`src/rtl/driver_pkg.sv`:
```
// Shared types and default sizing for the driver program sequencer.
package driver_pkg;

    localparam int unsigned DRV_ADDR_W      = 16;
    localparam int unsigned DRV_VCTR_W      = 64;
    localparam int unsigned DRV_CNT_W       = 16;
    localparam int unsigned DRV_STALL_LIMIT = 1024;

    typedef enum logic [1:0] {
        IDLE  = 2'd0,
        RUN   = 2'd1,
        DRAIN = 2'd2,
        DONE  = 2'd3
    } seq_state_t;

endpackage

```
`src/rtl/driver_out_stage.sv`:
```
// One-entry valid/ready holding register between the FIFOs and the pin driver.
module driver_out_stage #(
    parameter int unsigned ADDR_W = 16,
    parameter int unsigned VCTR_W = 64
) (
    input  logic              clk,
    input  logic              reset,
    input  logic              load_i,
    input  logic              flush_i,
    input  logic              ready_i,
    input  logic [ADDR_W-1:0] addr_i,
    input  logic [VCTR_W-1:0] vctr_i,
    output logic              valid_o,
    output logic [ADDR_W-1:0] addr_o,
    output logic [VCTR_W-1:0] vctr_o
);

    logic              valid_q;
    logic [ADDR_W-1:0] addr_q;
    logic [VCTR_W-1:0] vctr_q;

    // Flush wins over load; payload only changes on load so it holds under backpressure.
    always_ff @(posedge clk) begin
        if (reset) begin
            valid_q <= 1'b0;
            addr_q  <= '0;
            vctr_q  <= '0;
        end else if (flush_i) begin
            valid_q <= 1'b0;
        end else if (load_i) begin
            valid_q <= 1'b1;
            addr_q  <= addr_i;
            vctr_q  <= vctr_i;
        end else if (ready_i) begin
            valid_q <= 1'b0;
        end
    end

    assign valid_o = valid_q;
    assign addr_o  = addr_q;
    assign vctr_o  = vctr_q;

endmodule

```
`src/rtl/driver_sequencer.sv`:
```
// Sequences one driver program: lockstep address/vector pops, length limit,
// starvation timeout and program framing for the monitor.
module driver_sequencer
    import driver_pkg::*;
#(
    parameter int unsigned ADDR_W      = DRV_ADDR_W,
    parameter int unsigned VCTR_W      = DRV_VCTR_W,
    parameter int unsigned CNT_W       = DRV_CNT_W,
    parameter int unsigned STALL_LIMIT = DRV_STALL_LIMIT
) (
    input  logic              clk,
    input  logic              reset,
    input  logic              run_program,
    input  logic              abort_program,
    input  logic [CNT_W-1:0]  program_len,
    input  logic              addr_fifo_empty,
    input  logic [ADDR_W-1:0] addr_fifo_dout,
    output logic              addr_fifo_rd,
    input  logic              vctr_fifo_empty,
    input  logic [VCTR_W-1:0] vctr_fifo_dout,
    output logic              vctr_fifo_rd,
    output logic              drv_valid,
    input  logic              drv_ready,
    output logic [ADDR_W-1:0] drv_addr,
    output logic [VCTR_W-1:0] drv_vector,
    output logic              active_program,
    output logic              end_program,
    output logic              prog_error,
    output logic [CNT_W-1:0]  vec_issued,
    output logic [CNT_W-1:0]  stall_cycles
);

    localparam int unsigned STALL_W = $clog2(STALL_LIMIT + 1);

    seq_state_t         state_q, state_d;
    logic [CNT_W-1:0]   len_q, len_d;
    logic [CNT_W-1:0]   rd_cnt_q, rd_cnt_d;
    logic [STALL_W-1:0] stall_cnt_q, stall_cnt_d;
    logic [CNT_W-1:0]   stall_cycles_q, stall_cycles_d;
    logic [CNT_W-1:0]   vec_issued_q, vec_issued_d;
    logic               err_q, err_d;
    logic               active_q, end_q;

    logic hs, out_free, fifo_ok, pending, can_pop, starved, pop, flush;

    assign hs       = drv_valid && drv_ready;
    assign out_free = !drv_valid || drv_ready;
    assign fifo_ok  = !addr_fifo_empty && !vctr_fifo_empty;
    assign pending  = rd_cnt_q < len_q;
    assign can_pop  = pending && out_free && fifo_ok;
    assign starved  = pending && out_free && !fifo_ok;

    always_comb begin
        state_d        = state_q;
        len_d          = len_q;
        rd_cnt_d       = rd_cnt_q;
        stall_cnt_d    = stall_cnt_q;
        stall_cycles_d = stall_cycles_q;
        err_d          = err_q;
        vec_issued_d   = (hs && (vec_issued_q != '1)) ? vec_issued_q + CNT_W'(1) : vec_issued_q;
        pop            = 1'b0;
        flush          = 1'b0;
        unique case (state_q)
            IDLE: begin
                if (run_program && !abort_program) begin
                    len_d          = program_len;
                    rd_cnt_d       = '0;
                    stall_cnt_d    = '0;
                    stall_cycles_d = '0;
                    vec_issued_d   = '0;
                    err_d          = 1'b0;
                    state_d        = (program_len == '0) ? DONE : RUN;
                end
            end
            RUN: begin
                if (abort_program) begin
                    flush   = 1'b1;
                    state_d = DONE;
                end else if (can_pop) begin
                    pop         = 1'b1;
                    rd_cnt_d    = rd_cnt_q + CNT_W'(1);
                    stall_cnt_d = '0;
                    if (rd_cnt_d == len_q) state_d = DRAIN;
                end else if (starved) begin
                    if (stall_cycles_q != '1) stall_cycles_d = stall_cycles_q + CNT_W'(1);
                    stall_cnt_d = stall_cnt_q + STALL_W'(1);
                    if (stall_cnt_d == STALL_W'(STALL_LIMIT)) begin
                        err_d   = 1'b1;
                        flush   = 1'b1;
                        state_d = DONE;
                    end
                end
            end
            DRAIN: begin
                if (abort_program) begin
                    flush   = 1'b1;
                    state_d = DONE;
                end else if (out_free) begin
                    state_d = DONE;
                end
            end
            DONE:    state_d = IDLE;
            default: state_d = IDLE;
        endcase
    end

    always_ff @(posedge clk) begin
        if (reset) begin
            state_q        <= IDLE;
            len_q          <= '0;
            rd_cnt_q       <= '0;
            stall_cnt_q    <= '0;
            stall_cycles_q <= '0;
            vec_issued_q   <= '0;
            err_q          <= 1'b0;
            active_q       <= 1'b0;
            end_q          <= 1'b0;
        end else begin
            state_q        <= state_d;
            len_q          <= len_d;
            rd_cnt_q       <= rd_cnt_d;
            stall_cnt_q    <= stall_cnt_d;
            stall_cycles_q <= stall_cycles_d;
            vec_issued_q   <= vec_issued_d;
            err_q          <= err_d;
            active_q       <= (state_d == RUN) || (state_d == DRAIN);
            end_q          <= (state_d == DONE);
        end
    end

    // Pops are suppressed while reset is asserted so an abandoned program drops no words.
    assign addr_fifo_rd   = pop && !reset;
    assign vctr_fifo_rd   = pop && !reset;
    assign active_program = active_q;
    assign end_program    = end_q;
    assign prog_error     = err_q;
    assign vec_issued     = vec_issued_q;
    assign stall_cycles   = stall_cycles_q;

    driver_out_stage #(
        .ADDR_W (ADDR_W),
        .VCTR_W (VCTR_W)
    ) u_out_stage (
        .clk     (clk),
        .reset   (reset),
        .load_i  (pop),
        .flush_i (flush),
        .ready_i (drv_ready),
        .addr_i  (addr_fifo_dout),
        .vctr_i  (vctr_fifo_dout),
        .valid_o (drv_valid),
        .addr_o  (drv_addr),
        .vctr_o  (drv_vector)
    );

endmodule

```
`config.mk`:
```
export PLATFORM = sky130hd
export DESIGN_NAME = driver_sequencer
export DESIGN_NICKNAME = d
export VERILOG_FILES = /design/src/rtl/driver_pkg.sv /design/src/rtl/driver_out_stage.sv /design/src/rtl/driver_sequencer.sv
export SDC_FILE = /design/constraint.sdc
export NUM_CORES = 1
export LEC_CHECK = 0
export BUFFER_PORTS_ARGS = -buffer_cell sky130_fd_sc_hd__buf_4
export CORE_MARGIN = 4
export CORE_UTILIZATION = 50
export CTS_CLUSTER_SIZE = 14
export DETAILED_ROUTE_END_ITERATION = 12
export PLACE_DENSITY = 0.77
export SLEW_MARGIN = 20
export SYNTH_ARGS = -nofsm -noshare
export SYNTH_HDL_FRONTEND = slang
export SYNTH_SLANG_ARGS = --single-unit
```
`constraint.sdc`:
```
create_clock -name clk -period 4.5 [get_ports clk]
set_clock_uncertainty 0.1 [all_clocks]
set_input_delay 0.9 -clock clk [delete_from_list [all_inputs] [get_ports clk]]
set_output_delay 0.9 -clock clk [all_outputs]
set_load 0.05 [all_outputs]
```
# Yosys cells after proc, flatten, opt, wreduce, memory -nomap -nowiden
# Index checks and enable logic that the tools add are counted.
[op_classes] add_sub_neg=4 n_lt_le_gt_ge=1 eq_ne=18 mux=44 bitwise=1 reduce_logical=27
[op_table] op="16-bit 2-to-1 mux" count=10
[op_table] op="16-bit case mux with 2 select lines" count=2
[op_table] op="16-bit by 1-bit adder with 16-bit output, second input constant" count=3
[op_table] op="11-bit 2-to-1 mux" count=4
[op_table] op="16-bit inequality test, second input constant" count=2
[op_table] op="11-bit case mux with 2 select lines" count=1
[op_table] op="2-bit 2-to-1 mux" count=9
[op_table] op="16-bit == test" count=1
[op_table] op="16-bit logical NOT" count=1
[op_table] op="16-bit less-than comparator" count=1
[op_table] op="1-bit 2-to-1 mux" count=15
[op_table] op="2-bit inequality test, second input constant" count=7
[op_table] op="6-bit AND reduction" count=2
[op_table] op="11-bit by 1-bit adder with 11-bit output, second input constant" count=1
[op_table] op="11-bit == test, second input constant" count=1
[op_table] op="2-bit == test, second input constant" count=4
[op_table] op="1-bit logical AND" count=8
[op_table] op="2-bit case mux with 4 select lines" count=1
[op_table] op="4-bit AND reduction" count=2
[op_table] op="1-bit logical NOT" count=6
[op_table] op="2-bit by 1-bit == test with 1-bit output, second input constant" count=2
[op_table] op="1-bit case mux with 2 select lines" count=2
[op_table] op="2-bit AND reduction" count=2
[op_table] op="2-bit nonzero test" count=2
[op_table] op="5 further kinds" count=6
[word_totals] ff_bits=161 inputBits=103 out_inout_bits=118 wordCells=107

# Longest topological paths before layout
[logic_depth] ltp_word=10 ltp_mapped=11 depth_no_buf=11

# Hierarchy
# A second synthesis with hierarchy kept.
[hier_totals] hier_cells=982 hier_area_um2=9022.4
[by_module_without_submodules] mod="driver_sequencer" n_inst=1 cells_each=612 area_per_inst_um2=4842.1 seq_area_each_um2=1601.5
[by_module_without_submodules] mod="driver_out_stage" n_inst=1 cells_each=370 area_per_inst_um2=4180.3 seq_area_each_um2=1621.6

# Worst setup path after synthesis
# Ideal clock, no wire load.
[synth_path] path_type="input to output" from="input drv_ready" to="output vctr_fifo_rd" arrival_time_ps=3279 slack_ps=221 path_stages=9 path_buffers=3 cell_sequence="nand2b_1 o2111ai_1 o21bai_1 nor3_1 nand4b_1 buf_2 buf_1 nor2_1 buf_4"
[synth_between] elab_chain_cells=7
[synth_rtl] item="from (decl)" line_no="driver_sequencer.sv:23" rtl="input logic drv_ready,"
[synth_rtl] item="1-bit logical OR" line_no="driver_sequencer.sv:47" rtl="assign out_free = !drv_valid || drv_ready;"
[synth_rtl] item="1-bit logical AND (2 in a row)" line_no="driver_sequencer.sv:50" rtl="assign can_pop = pending && out_free && fifo_ok;"
[synth_rtl] item="1-bit 2-to-1 mux" line_no="driver_sequencer.sv:79" rtl="end else if (can_pop) begin"
[synth_rtl] item="1-bit 2-to-1 mux" line_no="driver_sequencer.sv:76" rtl="if (abort_program) begin"
[synth_rtl] item="1-bit 2-to-1 mux" line_no="driver_sequencer.sv:63" rtl="unique case (state_q)"
[synth_rtl] item="1-bit logical AND"
[synth_rtl] item="to (decl)" line_no="driver_sequencer.sv:21" rtl="output logic vctr_fifo_rd,"
# No other way between the ends.

# Worst setup path in the final report
[layout_path] from="register len_q[14]" to="output addr_fifo_rd"
[layout_between] elab_chain_cells=7
[layout_rtl] item="from (decl)" line_no="driver_sequencer.sv:36" rtl="logic [CNT_W-1:0] len_q, len_d;"
[layout_rtl] item="from (signal assigned)" line_no="driver_sequencer.sv:120" rtl="len_q <= len_d;"
[layout_rtl] item="16-bit less-than comparator" line_no="driver_sequencer.sv:49" rtl="assign pending = rd_cnt_q < len_q;"
[layout_rtl] item="1-bit logical AND (2 in a row)" line_no="driver_sequencer.sv:50"
[layout_rtl] item="1-bit 2-to-1 mux" line_no="driver_sequencer.sv:79"
[layout_rtl] item="1-bit 2-to-1 mux" line_no="driver_sequencer.sv:76"
[layout_rtl] item="1-bit 2-to-1 mux" line_no="driver_sequencer.sv:63"
[layout_rtl] item="1-bit logical AND" line_no="driver_sequencer.sv:132" rtl="assign addr_fifo_rd = pop && !reset;"
[layout_rtl] item="to (decl)" line_no="driver_sequencer.sv:18" rtl="output logic addr_fifo_rd,"
# No other way between the ends.

==> reports/results.tsv <==
stage	metric	value	unit
outcome	status	finished clean	
global_routing	grt ovf	0	
synthesis	Post-synth ARST share	0	
clocking	Clock Pin Slew Worst Setup and Hold Paths	0.07	ns
floorplanning	die height	131.8	um
pwr	worst vdd ir	0.2913	mV
clocking	Clock Sinks	161	
timing	final-report hold violation count	0	
placed_design	number of buffers added on ports	220	
clocking	post-CTS setup buffers	0	
finish	antenna cell count	0	
timing	fmax	258.2	MHz
critical_path	worst reg-to-reg setup slack	1.03	ns
global_routing	Tot GR Track Use	0.2474	
placed_design	Final GP Congestion	0.8788	
detailed_routing	drt pass-1 iters	4	
timing	Final TNS setup	0	ns
clocking	CTS tree	done	
detailed_routing	vias	7578	
synthesis	syn avg cell area	7.831	sq um
finish	Finished Layout Cells	1370	
synthesis	sequential element share of the synthesized area	0.4208	
detailed_routing	drt via density	5.531	
timing	Min Clock Period, post-route	3.872	ns
timing	Worst slew margin	0.2814	
finish	Filler cells	1282	
synthesis	Synth Cell Area	0.007659	sq mm
critical_path	crit path launch type	flop	
worst_hold_path	Hold Crit Depth	2	
global_routing	largest net degree at the start of global routing	82	
critical_path	Critical Path AT	2.87	ns
timing	RSZ-0062 raised after global routing	false	
critical_path	Crit Path Max Fanout	8	
floorplanning	Starting Density	0.5191	
synthesis	Distinct cells, synth	70	
global_routing	global-route wire length before repair	35550	um
clocking	cts repair resizes	0	
critical_path	CP endpoint kind	primary output	
critical_path	kind of critical path	flop to primary output	
finish	final instance area	0.009997	sq mm
synthesis	Seq cells post-synth	161	
floorplanning	num rows	44	
synthesis	Synthesized Nets	1106	
timing	Slew @ Worst Pin	1.071	ns
clocking	clock latency on the worst-skew pair	0.42	ns
placed_design	detailed placement HPWL	15510	um
critical_path	Reg2Reg Depth	10	
placed_design	dpl cell area	0.009404	sq mm
floorplanning	Top Ports	221	
finish	most frequent cells in the layout	nand2_1, buf_4, dfxtp_1	
placed_design	placed cell count	1338	
synthesis	EDFF count, synth	0	
detailed_routing	1st-iter DRT viols	485	
clocking	TritonCTS buffer count	17	
worst_hold_path	hold_sp	u_out_stage.vctr_o[15]$_SDFFE_PP0P_	
floorplanning	Die ar.	0.01736	sq mm
pwr	P_leak	0.003996	uW
timing	Max Slew Vio Count	0	
synthesis	Post-synth top flop	dfxtp_1	
timing	fin crit share	0.8605	
detailed_routing	Post-route DRC	0	
critical_path	reg-to-reg endpoint	rd_cnt_q[15]$_SDFFE_PP0P_	
detailed_routing	drt total wl	22100	um
detailed_routing	antenna violation net count after detailed routing	0	
critical_path	Crit path required time	3.50	ns
worst_hold_path	worst hold path class	flop to flop	
finish	layout cell share with drive strength beyond 1	0.2352	
pwr	Pwr per Cell Area	340.0	mW/mm^2
timing	worst hold slack	0.3542	ns
worst_hold_path	Worst Hold Path EP	u_out_stage.vctr_o[15]$_SDFFE_PP0P_	
synthesis	Syn Inst Count	978	
clocking	clock root cell	clkbuf_16	
critical_path	Critical R2R Launch	len_q[14]$_SDFFE_PP0P_	
global_routing	vias in the first global route	7153	
synthesis	Ys Warns	0	
clocking	hold_buf cts	0	
timing	final setup vio count	0	
flow_run	Max-cap violations	0	
floorplanning	Die W	131.8	um
floorplanning	Core Region	0.01475	sq mm
clocking	CTS Buffer Depth	2	
clocking	H-tree Lvls	4	
finish	post-layout net count	1301	
finish	most common cell after layout, fill and taps aside	nand2_1	
detailed_routing	WL/cell	16.13	um
finish	Area Growth Syn to Fin	30.53	%
global_routing	initial antenna violation count	0	
-- cell families (layout without fill, tap and decap cells) --
| kind of cell | after synthesis | count (layout) | share of synthesized area |
|---|---|---|---|
| AO/OA/AOI/OAI | 212 | 212 | 0.1617 |
| flip-flops | 161 | 161 | 0.4208 |
| adder cells (fa/ha/maj) | 25 | 25 | 0.04084 |
| XOR/XNOR | 36 | 36 | 0.04117 |
| multiplexers | 8 | 8 | 0.01078 |
| AND/OR/NAND/NOR | 454 | 454 | 0.2820 |
| buffers and inverters | 82 | 290 | 0.04264 |
-- sequential cells by signal, summed over array words and instances (netlist names) --
signal / flops
stall_cnt_q: 11
rd_cnt_q: 16
active_program: 1
vec_issued: 16
len_q: 16
prog_error: 1
u_out_stage.addr_o: 16
state_q: 2
u_out_stage.vctr_o: 64
u_out_stage.valid_o: 1
stall_cycles: 16
end_program: 1
-- per-layer routing --
metal,vias to the layer above,part of all wire,track usage
li1,3780,-,-
met1,3526,0.41,0.2908
met2,235,0.50,0.4232
met3,37,0.067,0.07176
met4,0,0.026,0.1039
met5,-,0,0
-- critical path: stages (launching register included) --
cell	delay [ns]
dfxtp_1	0.41
inv_1	0.07
ha_1	0.30
nand4_1	0.13
or3_1	0.43
a211oi_2	0.34
nor3_1	0.11
buf_4	0.17
nand4b_1	0.12
nor2_1	0.11
buf_4	0.25
-- worst max-delay path by stage --
stage                            from           end  slack [ns]  cells past startpoint
6_report       len_q[14]$_SDFFE_PP0P_  addr_fifo_rd        0.63                     10
3_5_place_dp                drv_ready  addr_fifo_rd        0.92                      9
2_1_floorplan               drv_ready  vctr_fifo_rd        0.22                      9
4_1_cts        len_q[14]$_SDFFE_PP0P_  addr_fifo_rd        0.63                     10
5_1_grt        len_q[13]$_SDFFE_PP0P_  addr_fifo_rd        0.41                     10
3_3_place_gp                drv_ready  addr_fifo_rd        0.93                      9
-- where the power goes --
part | leakage [uW] | internal (uW) | total [uW] | switching, uW
clock network | 0.000285 | 846 | 1450 | 607
logic | 0.00241 | 172 | 464 | 293
registers | 0.00130 | 1460 | 1480 | 24.5
total | 0.00400 | 2470 | 3400 | 924
-- stage by stage --
stage	setup slack, ns	total power [uW]	utilization
2_1_floorplan	0.2209	1796	-
5_1_grt	0.4069	3531	0.6776
6_report	0.6276	3399	0.6776
3_5_place_dp	0.9248	1972	0.6374
3_3_place_gp	0.9279	1968	0.6374
4_1_cts	0.6255	3427	0.6776
-- layout make-up --
cell class / instances / area, sq um / area share
Clock buffer: 20 / 446.7 / 0.04468
Inverter: 29 / 108.9 / 0.01089
Tap cell: 184 / 230.2 / 0.02303
Sequential cell: 161 / 3223 / 0.3224
Multi-Input combinational cell: 735 / 4110 / 0.4111
Timing Repair Buffer: 229 / 1732 / 0.1732
Clock inverter: 12 / 146.4 / 0.01464
-- synth_stat cells (all sizes together) (3+ instances only) --
master	instances	area (sq um)
a211o	3	27.53
a21o	3	22.52
a21oi	120	600.6
a22o	3	26.28
a31oi	3	18.77
and2	3	18.77
and3	11	68.82
and4	8	70.07
buf	16	78.82
clkbuf	37	138.9
dfxtp	161	3223
ha	25	312.8
inv	29	108.9
mux2i	6	60.06
nand2	246	923.4
nand2b	4	25.02
nand3	25	137.6
nand4	13	96.34
nand4b	4	35.03
nor2	57	214.0
nor2b	6	37.54
nor3	27	146.4
nor3b	4	30.03
nor4	23	177.7
o2111ai	3	26.28
o211ai	3	22.52
o21ai	43	215.2
o21bai	5	37.54
o311a	3	30.03
o32ai	3	26.28
or2	3	18.77
or3	6	37.54
or4	3	22.52
xnor2	14	122.6
xor2	22	192.7
No activity file was read; power rests on OpenSTA's default activity.
